File: src/rtl/toaplan2_cen_ctrl_pkg.sv
// Shared types and constants for the Toaplan2 fractional clock-enable scheduler.
// Holds the channel map, datapath widths, ratio pair and config FSM encoding.
package toaplan2_cen_pkg;

  localparam int NUM_CH   = 4;
  localparam int CH_VIDEO = 0;
  localparam int CH_OKI   = 1;
  localparam int CH_FM    = 2;
  localparam int CH_AUX   = 3;

  localparam int RATIO_W  = 16;
  localparam int ACC_W    = 17;

  typedef struct packed {
    logic [RATIO_W-1:0] n;
    logic [RATIO_W-1:0] m;
  } ratio_t;

  typedef enum logic {
    ST_IDLE,
    ST_WAIT_EDGE
  } cfg_state_t;

  // A ratio is usable when the denominator is nonzero and the rate does not exceed 1.
  function automatic logic ratio_legal(ratio_t r);
    return (r.m != '0) && (r.n <= r.m);
  endfunction

endpackage

File: src/rtl/toaplan2_cen_ctrl_if.sv
// Config, pause and enable bundle between the host side and the scheduler.
// master drives requests and watches enables; slave is the scheduler.
interface toaplan2_cen_ctrl_if;

  logic                                  CFG_VALID;
  logic                                  CFG_READY;
  logic [1:0]                            CFG_SEL;
  logic [toaplan2_cen_pkg::RATIO_W-1:0]  CFG_N;
  logic [toaplan2_cen_pkg::RATIO_W-1:0]  CFG_M;
  logic                                  CFG_ERR;
  logic                                  PAUSE_REQ;
  logic [toaplan2_cen_pkg::NUM_CH-1:0]   PAUSE_MASK;
  logic                                  PAUSE_ACK;
  logic [toaplan2_cen_pkg::NUM_CH-1:0]   CEN;
  logic [toaplan2_cen_pkg::NUM_CH-1:0]   CEN_DIV2;
  logic [toaplan2_cen_pkg::NUM_CH-1:0]   CEN_DIV4;

  modport master (
    output CFG_VALID, CFG_SEL, CFG_N, CFG_M, PAUSE_REQ, PAUSE_MASK,
    input  CFG_READY, CFG_ERR, PAUSE_ACK, CEN, CEN_DIV2, CEN_DIV4
  );

  modport slave (
    input  CFG_VALID, CFG_SEL, CFG_N, CFG_M, PAUSE_REQ, PAUSE_MASK,
    output CFG_READY, CFG_ERR, PAUSE_ACK, CEN, CEN_DIV2, CEN_DIV4
  );

endinterface

File: src/rtl/toaplan2_cen_ctrl_chan.sv
// One fractional N/M enable channel: accumulator, /2 and /4 pulse taps, freeze and ratio load.
// Enables are registered (one cycle after the deciding edge); boundary is combinational.
module toaplan2_cen_chan
  import toaplan2_cen_pkg::*;
#(
  parameter int unsigned RST_N = 1,
  parameter int unsigned RST_M = 1
) (
  input  logic   CLK96,
  input  logic   RESETn,
  input  logic   freeze,
  input  logic   load,
  input  ratio_t load_ratio,
  output logic   boundary,
  output logic   stopped,
  output logic   cen,
  output logic   cen_div2,
  output logic   cen_div4
);

  ratio_t             ratio;
  logic [ACC_W-1:0]   acc;
  logic [ACC_W-1:0]   sum;
  logic [1:0]         phase;

  assign sum      = acc + {1'b0, ratio.n};
  assign boundary = (sum >= {1'b0, ratio.m});
  assign stopped  = (ratio.n == '0);

  always_ff @(posedge CLK96 or negedge RESETn) begin
    if (!RESETn) begin
      ratio    <= '{n: RATIO_W'(RST_N), m: RATIO_W'(RST_M)};
      acc      <= '0;
      phase    <= '0;
      cen      <= 1'b0;
      cen_div2 <= 1'b0;
      cen_div4 <= 1'b0;
    end else begin
      if (freeze) begin
        cen      <= 1'b0;
        cen_div2 <= 1'b0;
        cen_div4 <= 1'b0;
      end else begin
        cen      <= boundary;
        cen_div2 <= boundary & phase[0];
        cen_div4 <= boundary & (phase == 2'b11);
        phase    <= phase + {1'b0, boundary};
        acc      <= boundary ? (sum - {1'b0, ratio.m}) : sum;
      end
      // A load restarts the period under the new ratio; the pulse above still used the old one.
      if (load) begin
        acc   <= '0;
        ratio <= load_ratio;
      end
    end
  end

endmodule

File: src/rtl/toaplan2_cen_ctrl.sv
// Four-channel CLK96 enable scheduler with boundary-aligned ratio updates and masked pause.
// One update may be outstanding; CFG_READY is low from acceptance until the apply edge.
module toaplan2_cen_ctrl
  import toaplan2_cen_pkg::*;
#(
  parameter int unsigned N0 = 9,
  parameter int unsigned M0 = 64,
  parameter int unsigned N1 = 1,
  parameter int unsigned M1 = 24,
  parameter int unsigned N2 = 9,
  parameter int unsigned M2 = 128,
  parameter int unsigned N3 = 0,
  parameter int unsigned M3 = 1
) (
  input  logic                 CLK96,
  input  logic                 RESETn,
  toaplan2_cen_ctrl_if.slave   bus
);

  localparam int unsigned RST_N_TAB [NUM_CH] = '{N0, N1, N2, N3};
  localparam int unsigned RST_M_TAB [NUM_CH] = '{M0, M1, M2, M3};

  cfg_state_t          state;
  logic                ready_q;
  logic                err_q;
  logic                ack_q;
  logic [1:0]          pend_sel;
  ratio_t              pend_ratio;
  ratio_t              req;

  logic [NUM_CH-1:0]   freeze;
  logic [NUM_CH-1:0]   load;
  logic [NUM_CH-1:0]   boundary;
  logic [NUM_CH-1:0]   stopped;
  logic [NUM_CH-1:0]   cen;
  logic [NUM_CH-1:0]   cen_div2;
  logic [NUM_CH-1:0]   cen_div4;

  assign req    = '{n: bus.CFG_N, m: bus.CFG_M};
  assign freeze = bus.PAUSE_REQ ? bus.PAUSE_MASK : '0;

  // Stopped or frozen targets have no boundary to wait for, so they take the update at once.
  always_comb begin
    load = '0;
    if (state == ST_WAIT_EDGE)
      load[pend_sel] = boundary[pend_sel] | stopped[pend_sel] | freeze[pend_sel];
  end

  always_ff @(posedge CLK96 or negedge RESETn) begin
    if (!RESETn) begin
      state      <= ST_IDLE;
      ready_q    <= 1'b1;
      err_q      <= 1'b0;
      ack_q      <= 1'b0;
      pend_sel   <= '0;
      pend_ratio <= '0;
    end else begin
      ack_q <= bus.PAUSE_REQ;
      err_q <= 1'b0;
      case (state)
        ST_IDLE: begin
          if (bus.CFG_VALID && ready_q) begin
            if (ratio_legal(req)) begin
              pend_sel   <= bus.CFG_SEL;
              pend_ratio <= req;
              ready_q    <= 1'b0;
              state      <= ST_WAIT_EDGE;
            end else begin
              err_q <= 1'b1;
            end
          end
        end
        ST_WAIT_EDGE: begin
          if (|load) begin
            ready_q <= 1'b1;
            state   <= ST_IDLE;
          end
        end
        default: state <= ST_IDLE;
      endcase
    end
  end

  for (genvar g = 0; g < NUM_CH; g++) begin : g_ch
    toaplan2_cen_chan #(
      .RST_N (RST_N_TAB[g]),
      .RST_M (RST_M_TAB[g])
    ) u_chan (
      .CLK96      (CLK96),
      .RESETn     (RESETn),
      .freeze     (freeze[g]),
      .load       (load[g]),
      .load_ratio (pend_ratio),
      .boundary   (boundary[g]),
      .stopped    (stopped[g]),
      .cen        (cen[g]),
      .cen_div2   (cen_div2[g]),
      .cen_div4   (cen_div4[g])
    );
  end

  assign bus.CFG_READY = ready_q;
  assign bus.CFG_ERR   = err_q;
  assign bus.PAUSE_ACK = ack_q;
  assign bus.CEN       = cen;
  assign bus.CEN_DIV2  = cen_div2;
  assign bus.CEN_DIV4  = cen_div4;

endmodule

File: src/flat_wrapper.sv
// flat-port wrapper written by rule: the top's interface ports become plain ports
module toaplan2_cen_ctrl_flat import toaplan2_cen_pkg::*;
#(
  parameter int unsigned N0 = 9,
  parameter int unsigned M0 = 64,
  parameter int unsigned N1 = 1,
  parameter int unsigned M1 = 24,
  parameter int unsigned N2 = 9,
  parameter int unsigned M2 = 128,
  parameter int unsigned N3 = 0,
  parameter int unsigned M3 = 1
)
  (CLK96, RESETn, bus_CFG_VALID, bus_CFG_SEL, bus_CFG_N, bus_CFG_M, bus_PAUSE_REQ, bus_PAUSE_MASK, bus_CFG_READY, bus_CFG_ERR, bus_PAUSE_ACK, bus_CEN, bus_CEN_DIV2, bus_CEN_DIV4);
  toaplan2_cen_ctrl_if bus_i ();
  input  logic CLK96;
  input  logic RESETn;
  input wire logic [$bits(bus_i.CFG_VALID)-1:0] bus_CFG_VALID;
  input wire logic [$bits(bus_i.CFG_SEL)-1:0] bus_CFG_SEL;
  input wire logic [$bits(bus_i.CFG_N)-1:0] bus_CFG_N;
  input wire logic [$bits(bus_i.CFG_M)-1:0] bus_CFG_M;
  input wire logic [$bits(bus_i.PAUSE_REQ)-1:0] bus_PAUSE_REQ;
  input wire logic [$bits(bus_i.PAUSE_MASK)-1:0] bus_PAUSE_MASK;
  output wire logic [$bits(bus_i.CFG_READY)-1:0] bus_CFG_READY;
  output wire logic [$bits(bus_i.CFG_ERR)-1:0] bus_CFG_ERR;
  output wire logic [$bits(bus_i.PAUSE_ACK)-1:0] bus_PAUSE_ACK;
  output wire logic [$bits(bus_i.CEN)-1:0] bus_CEN;
  output wire logic [$bits(bus_i.CEN_DIV2)-1:0] bus_CEN_DIV2;
  output wire logic [$bits(bus_i.CEN_DIV4)-1:0] bus_CEN_DIV4;
  assign bus_i.CFG_VALID = bus_CFG_VALID;
  assign bus_i.CFG_SEL = bus_CFG_SEL;
  assign bus_i.CFG_N = bus_CFG_N;
  assign bus_i.CFG_M = bus_CFG_M;
  assign bus_i.PAUSE_REQ = bus_PAUSE_REQ;
  assign bus_i.PAUSE_MASK = bus_PAUSE_MASK;
  assign bus_CFG_READY = bus_i.CFG_READY;
  assign bus_CFG_ERR = bus_i.CFG_ERR;
  assign bus_PAUSE_ACK = bus_i.PAUSE_ACK;
  assign bus_CEN = bus_i.CEN;
  assign bus_CEN_DIV2 = bus_i.CEN_DIV2;
  assign bus_CEN_DIV4 = bus_i.CEN_DIV4;
  toaplan2_cen_ctrl #(.N0(N0), .M0(M0), .N1(N1), .M1(M1), .N2(N2), .M2(M2), .N3(N3), .M3(M3)) u_core (.CLK96(CLK96), .RESETn(RESETn), .bus(bus_i));
endmodule
File: config.mk
export PLATFORM = sky130hd
export DESIGN_NAME = toaplan2_cen_ctrl_flat
export DESIGN_NICKNAME = d
export VERILOG_FILES = /design/src/rtl/toaplan2_cen_ctrl_pkg.sv /design/src/rtl/toaplan2_cen_ctrl_if.sv /design/src/rtl/toaplan2_cen_ctrl_chan.sv /design/src/rtl/toaplan2_cen_ctrl.sv /design/src/flat_wrapper.sv
export SDC_FILE = /design/constraint.sdc
export NUM_CORES = 1
export LEC_CHECK = 0
export ABC_CLOCK_PERIOD_IN_PS = 5700
export CORE_ASPECT_RATIO = 0.7
export CORE_MARGIN = 2
export CORE_UTILIZATION = 57
export DETAILED_ROUTE_END_ITERATION = 6
export DONT_BUFFER_PORTS = 1
export GPL_TIMING_DRIVEN = 0
export PLACE_DENSITY = 0.72
export SLEW_MARGIN = 20
export SYNTH_ARGS = -nofsm -noshare
export SYNTH_HDL_FRONTEND = slang
export SYNTH_SLANG_ARGS = --single-unit
File: constraint.sdc
create_clock -name CLK96 -period 5.7 [get_ports CLK96]
set_input_delay 0.855 -clock CLK96 [delete_from_list [all_inputs] [get_ports CLK96]]
set_output_delay 0.855 -clock CLK96 [all_outputs]
set_load 0.005 [all_outputs]
==> impl_results.md <==
- Outcome: finished clean
- Post-DP HPWL: around 37 mm
- Slew HR: between 40% and 50%
- Post-Synthesis Cells: 1,786
- Max Clock Freq: about 190 MHz
- First-pass GRT wire length: 76.42 mm
- # setup viols final: 0
- Fraction of layout instances using a drive strength above 1: 11.55%
- Compound-Gate Fraction of Synth Area: between 15 and 20%
- Gr ovfl total: 0
- Synth warnings: 0
- Post-route cell area: approximately 19,000 µm²
- Final hold vios: 0
- Worst setup margin: between 0.4 and 0.5 ns
- Die area: 31,710 µm²
- Vias/cell: 6.168
- Largest net degree at the start of global routing: approximately 150
- WP buf/inv: 3
- Worst VDD drop: 0.2350 mV
- Drt first-iter violations: around 1,300
- Rows: 53
- Placed cell count: around 2,200
- Sequential cell area fraction in the yosys report: between 30% and 40%
- Die Wd: between 200 and 250 µm
- Mapped cell area: 17,260 µm²
- Initial Utilization: between 50% and 60%
- Post-Route WL: 49.73 mm
- Most frequent cells in the layout: dfrtp_1, ha_1, nor2_1, inv_1, nand2_1
- Slowest stage delay, CP: 0.46 ns
- Area of the multi-input gates: around 10000 µm²
- H-Tree Depth: 1
- Setup_tns: 0 ns
- Min Tclk post-route: around 5.3 ns
- Die Y: 149.6 µm
- Vias in the first global route: 13,350
- TritonCTS buffer count: 26
- Worst Path Max Fanout: 10
- CP required: ~6.1 ns
- Routed vias: around 14,000
- Crit. path cell count: 19
- Fill cells: about 2,500
- Pwr/cell area: 432.3 nW/µm²
- Setup Skew: approximately 0.013 ns
- Crit path arrival time: 5.73 ns
- Syn Area/Cell: 9.664 µm²
- Max-slew violations: 0
- CTS tree: built
- Area Growth Syn to Fin: 8.772%
- Ys async rst share: between 90% and 100%
- Antenna violations before repair: 3
- Sink Count: 254
- Clk root buf: clkbuf_16
- Crit-path cells: ha_1, a21o_1, nand2_1, a21oi_1, o41ai_2, o21ai_0, o41ai_1, xnor2_1, ha_1, or3_1, o211ai_1, nand3_1, a22oi_2, inv_2, nor2_4, inv_8, buf_12, ha_1, mux2_2
- # Post-CTS Setup Buffers: 0
- Number of library cell types mapped by synthesis: 86
- Final GP Congestion: approximately 0.94
- Reg area: ~6400 µm²
- # port buffers: 0
- Wirelength per Cell: roughly 22 µm
- CP endpoint kind: flip-flop
- Std-Cell Core Area: around 30,000 µm²
- Total track usage: 31.67%
- Measured slew at the worst slew-check pin: about 0.87 ns
- CP Launch Type: flip-flop
- Post-synthesis mux area share: between 10 and 15%
- RSZ-0062 raised after global routing: no
- Yosys reg bits: around 250
- Main synth FF type: dfrtp_1
- Post-synthesis simple-gate area fraction: between 10% and 20%
- Post-Synth Adder-Cell Area: 11.66%
- Slowest CP cell: a22oi_2
- Largest family of logic cells by synthesized area: compound AO/OA/AOI/OAI gates
- DP Worst Slack: -0.03978 ns
- Max Buffers Root-to-Sink: 3
- Clock Pin Slew Worst Setup and Hold Paths: 0.07 ns
- Number of synthesized flops with an enable pin: 0
- Synth Net Count: about 2,000
- Delay-heaviest family, CP: compound AO/OA/AOI/OAI gates
- Most common cell after layout, fill and taps aside: dfrtp_1
- I/O Pins: 57
- Final Instance Count excl. Fillers: between 2,000 and 2,500
- CP most frequent cell: ha_1
- Post-detailed-route count of antenna-violating nets: 0
- Crit path kind: flip-flop to flip-flop
- R2R depth: 19
- Clk Latency, worst-skew pair: around 0.56 ns
- # nets final: between 2,000 and 2,500
- Post-route DRC: 0
- Period utilization: 92.70%
- Max cap viols: 0
- Total power: 8.116 mW
- P_leak: around 8.9 nW
- Drt pass-1 iters: 6
- Post-Synth XOR/XNOR Area: 4.821%
- DP Area: between 15,000 and 20,000 µm²
- HP Class: input port to async pin
-- worst reg2reg max path: stages (launching register included) --
cell      delay, ns
dfrtp_1        0.42
ha_1           0.30
a21o_1         0.22
nand2_1        0.09
a21oi_1        0.09
o41ai_2        0.43
o21ai_0        0.29
o41ai_1        0.36
xnor2_1        0.22
ha_1           0.33
or3_1          0.36
o211ai_1       0.11
nand3_1        0.20
a22oi_2        0.46
inv_2          0.21
nor2_4         0.31
inv_8          0.08
buf_12         0.16
ha_1           0.26
mux2_2         0.26
-- where the power goes --
group	leakage, nW	internal (mW)	switching, mW
logic	5.29	1.73	2.26
registers	3.21	2.10	0.176
clock network	0.448	1.06	0.777
total	8.94	4.90	3.22
-- what timing repair did --
item | 4_1_cts | 5_1_grt
pin swaps | 0 | 0
resized for setup | 1 | 1
endpoints found under the setup margin | 2 | 8
hold buffers | 3 | 0
cloned | 0 | 0
endpoints found under the hold margin | 147 | 0
-- final cells by class --
cell class	count	area share, %
Tap cell	412	2.746
Buffer	65	2.159
Sequential cell	254	33.93
Timing Repair Buffer	3	0.3999
Inverter	132	2.706
Multi-Input combinational cell	1335	53.21
Antenna cell	2	0.02666
Clock buffer	33	3.985
Clock inverter	13	0.8397
-- final timing paths --
path,endpoint,slack [ns],startpoint
setup / recovery,u_core.g_ch[0].u_chan.phase[0],0.42,u_core.g_ch[0].u_chan.ratio[17]
hold reg to reg,u_core.g_ch[3].u_chan.phase[1],0.46,u_core.g_ch[3].u_chan.phase[1]
setup reg to reg,u_core.g_ch[0].u_chan.phase[0],0.42,u_core.g_ch[0].u_chan.ratio[17]
max in group asynchronous,u_core.g_ch[2].u_chan.phase[1],4.76,RESETn
min in group CLK96,u_core.bus.PAUSE_ACK,0.33,bus_PAUSE_REQ
hold / removal,u_core.g_ch[3].u_chan.acc[3],0.14,RESETn
-- state kept, by name (all words and copies together), names as in the netlist --
register and count:
u_core.pend_sel 2, u_core.bus.PAUSE_ACK 1, u_core.bus.CFG_READY 1, u_core.g_ch.u_chan.ratio 128, u_core.pend_ratio 32, u_core.g_ch.u_chan.phase 8, u_core.g_ch.u_chan.cen 4, u_core.g_ch.u_chan.cen_div2 4
u_core.bus.CFG_ERR 1, u_core.g_ch.u_chan.cen_div4 4, u_core.state 1, u_core.g_ch.u_chan.acc 68
-- metrics by stage --
step,utilization (%),hold WS [ns]
after floorplan,-,0.4337
after global placement,59.44,0.4468
after detailed placement,59.44,0.4505
after CTS,62.73,0.1269
after global routing,62.77,0.1286
final,62.77,0.1360
-- synth_stat cells (18+ instances only) --
master,instances,area [µm²]
a21oi_1,98,490.5
nand2_1,124,465.5
nor4_1,23,143.9
ha_1,148,1852
a211oi_1,58,435.4
nor2_1,139,521.8
inv_1,127,476.7
buf_2,20,100.1
mux2i_1,41,410.4
a21o_1,36,270.3
a31oi_1,18,112.6
nor2b_1,26,162.7
nand3_1,36,180.2
xnor2_1,70,613.1
o21ai_0,96,480.5
dfrtp_1,243,6081
o21a_1,25,187.7
buf_4,18,135.1
nor3_1,25,125.1
mux2_1,69,777.0
xor2_1,25,219.0
mux2_2,65,732.0
-- kinds of logic after synthesis --
family	Yosys count
AO/OA/AOI/OAI	443
multiplexers	176
adder cells (fa/ha/maj)	156
AND/OR/NAND/NOR	465
XOR/XNOR	95
buffers and inverters	197
flip-flops	254
-- metal layers --
| layer | routed length, µm | vias to the layer above | GRT usage, % |
|---|---|---|---|
| li1 | - | 6496 | - |
| met1 | 22510 | 6740 | 45.69 |
| met2 | 20580 | 540 | 45.92 |
| met3 | 4715 | 94 | 7.891 |
| met4 | 1808 | 2 | 11.13 |
| met5 | 114 | - | 2.508 |
Power figures use the tool's default switching activity.
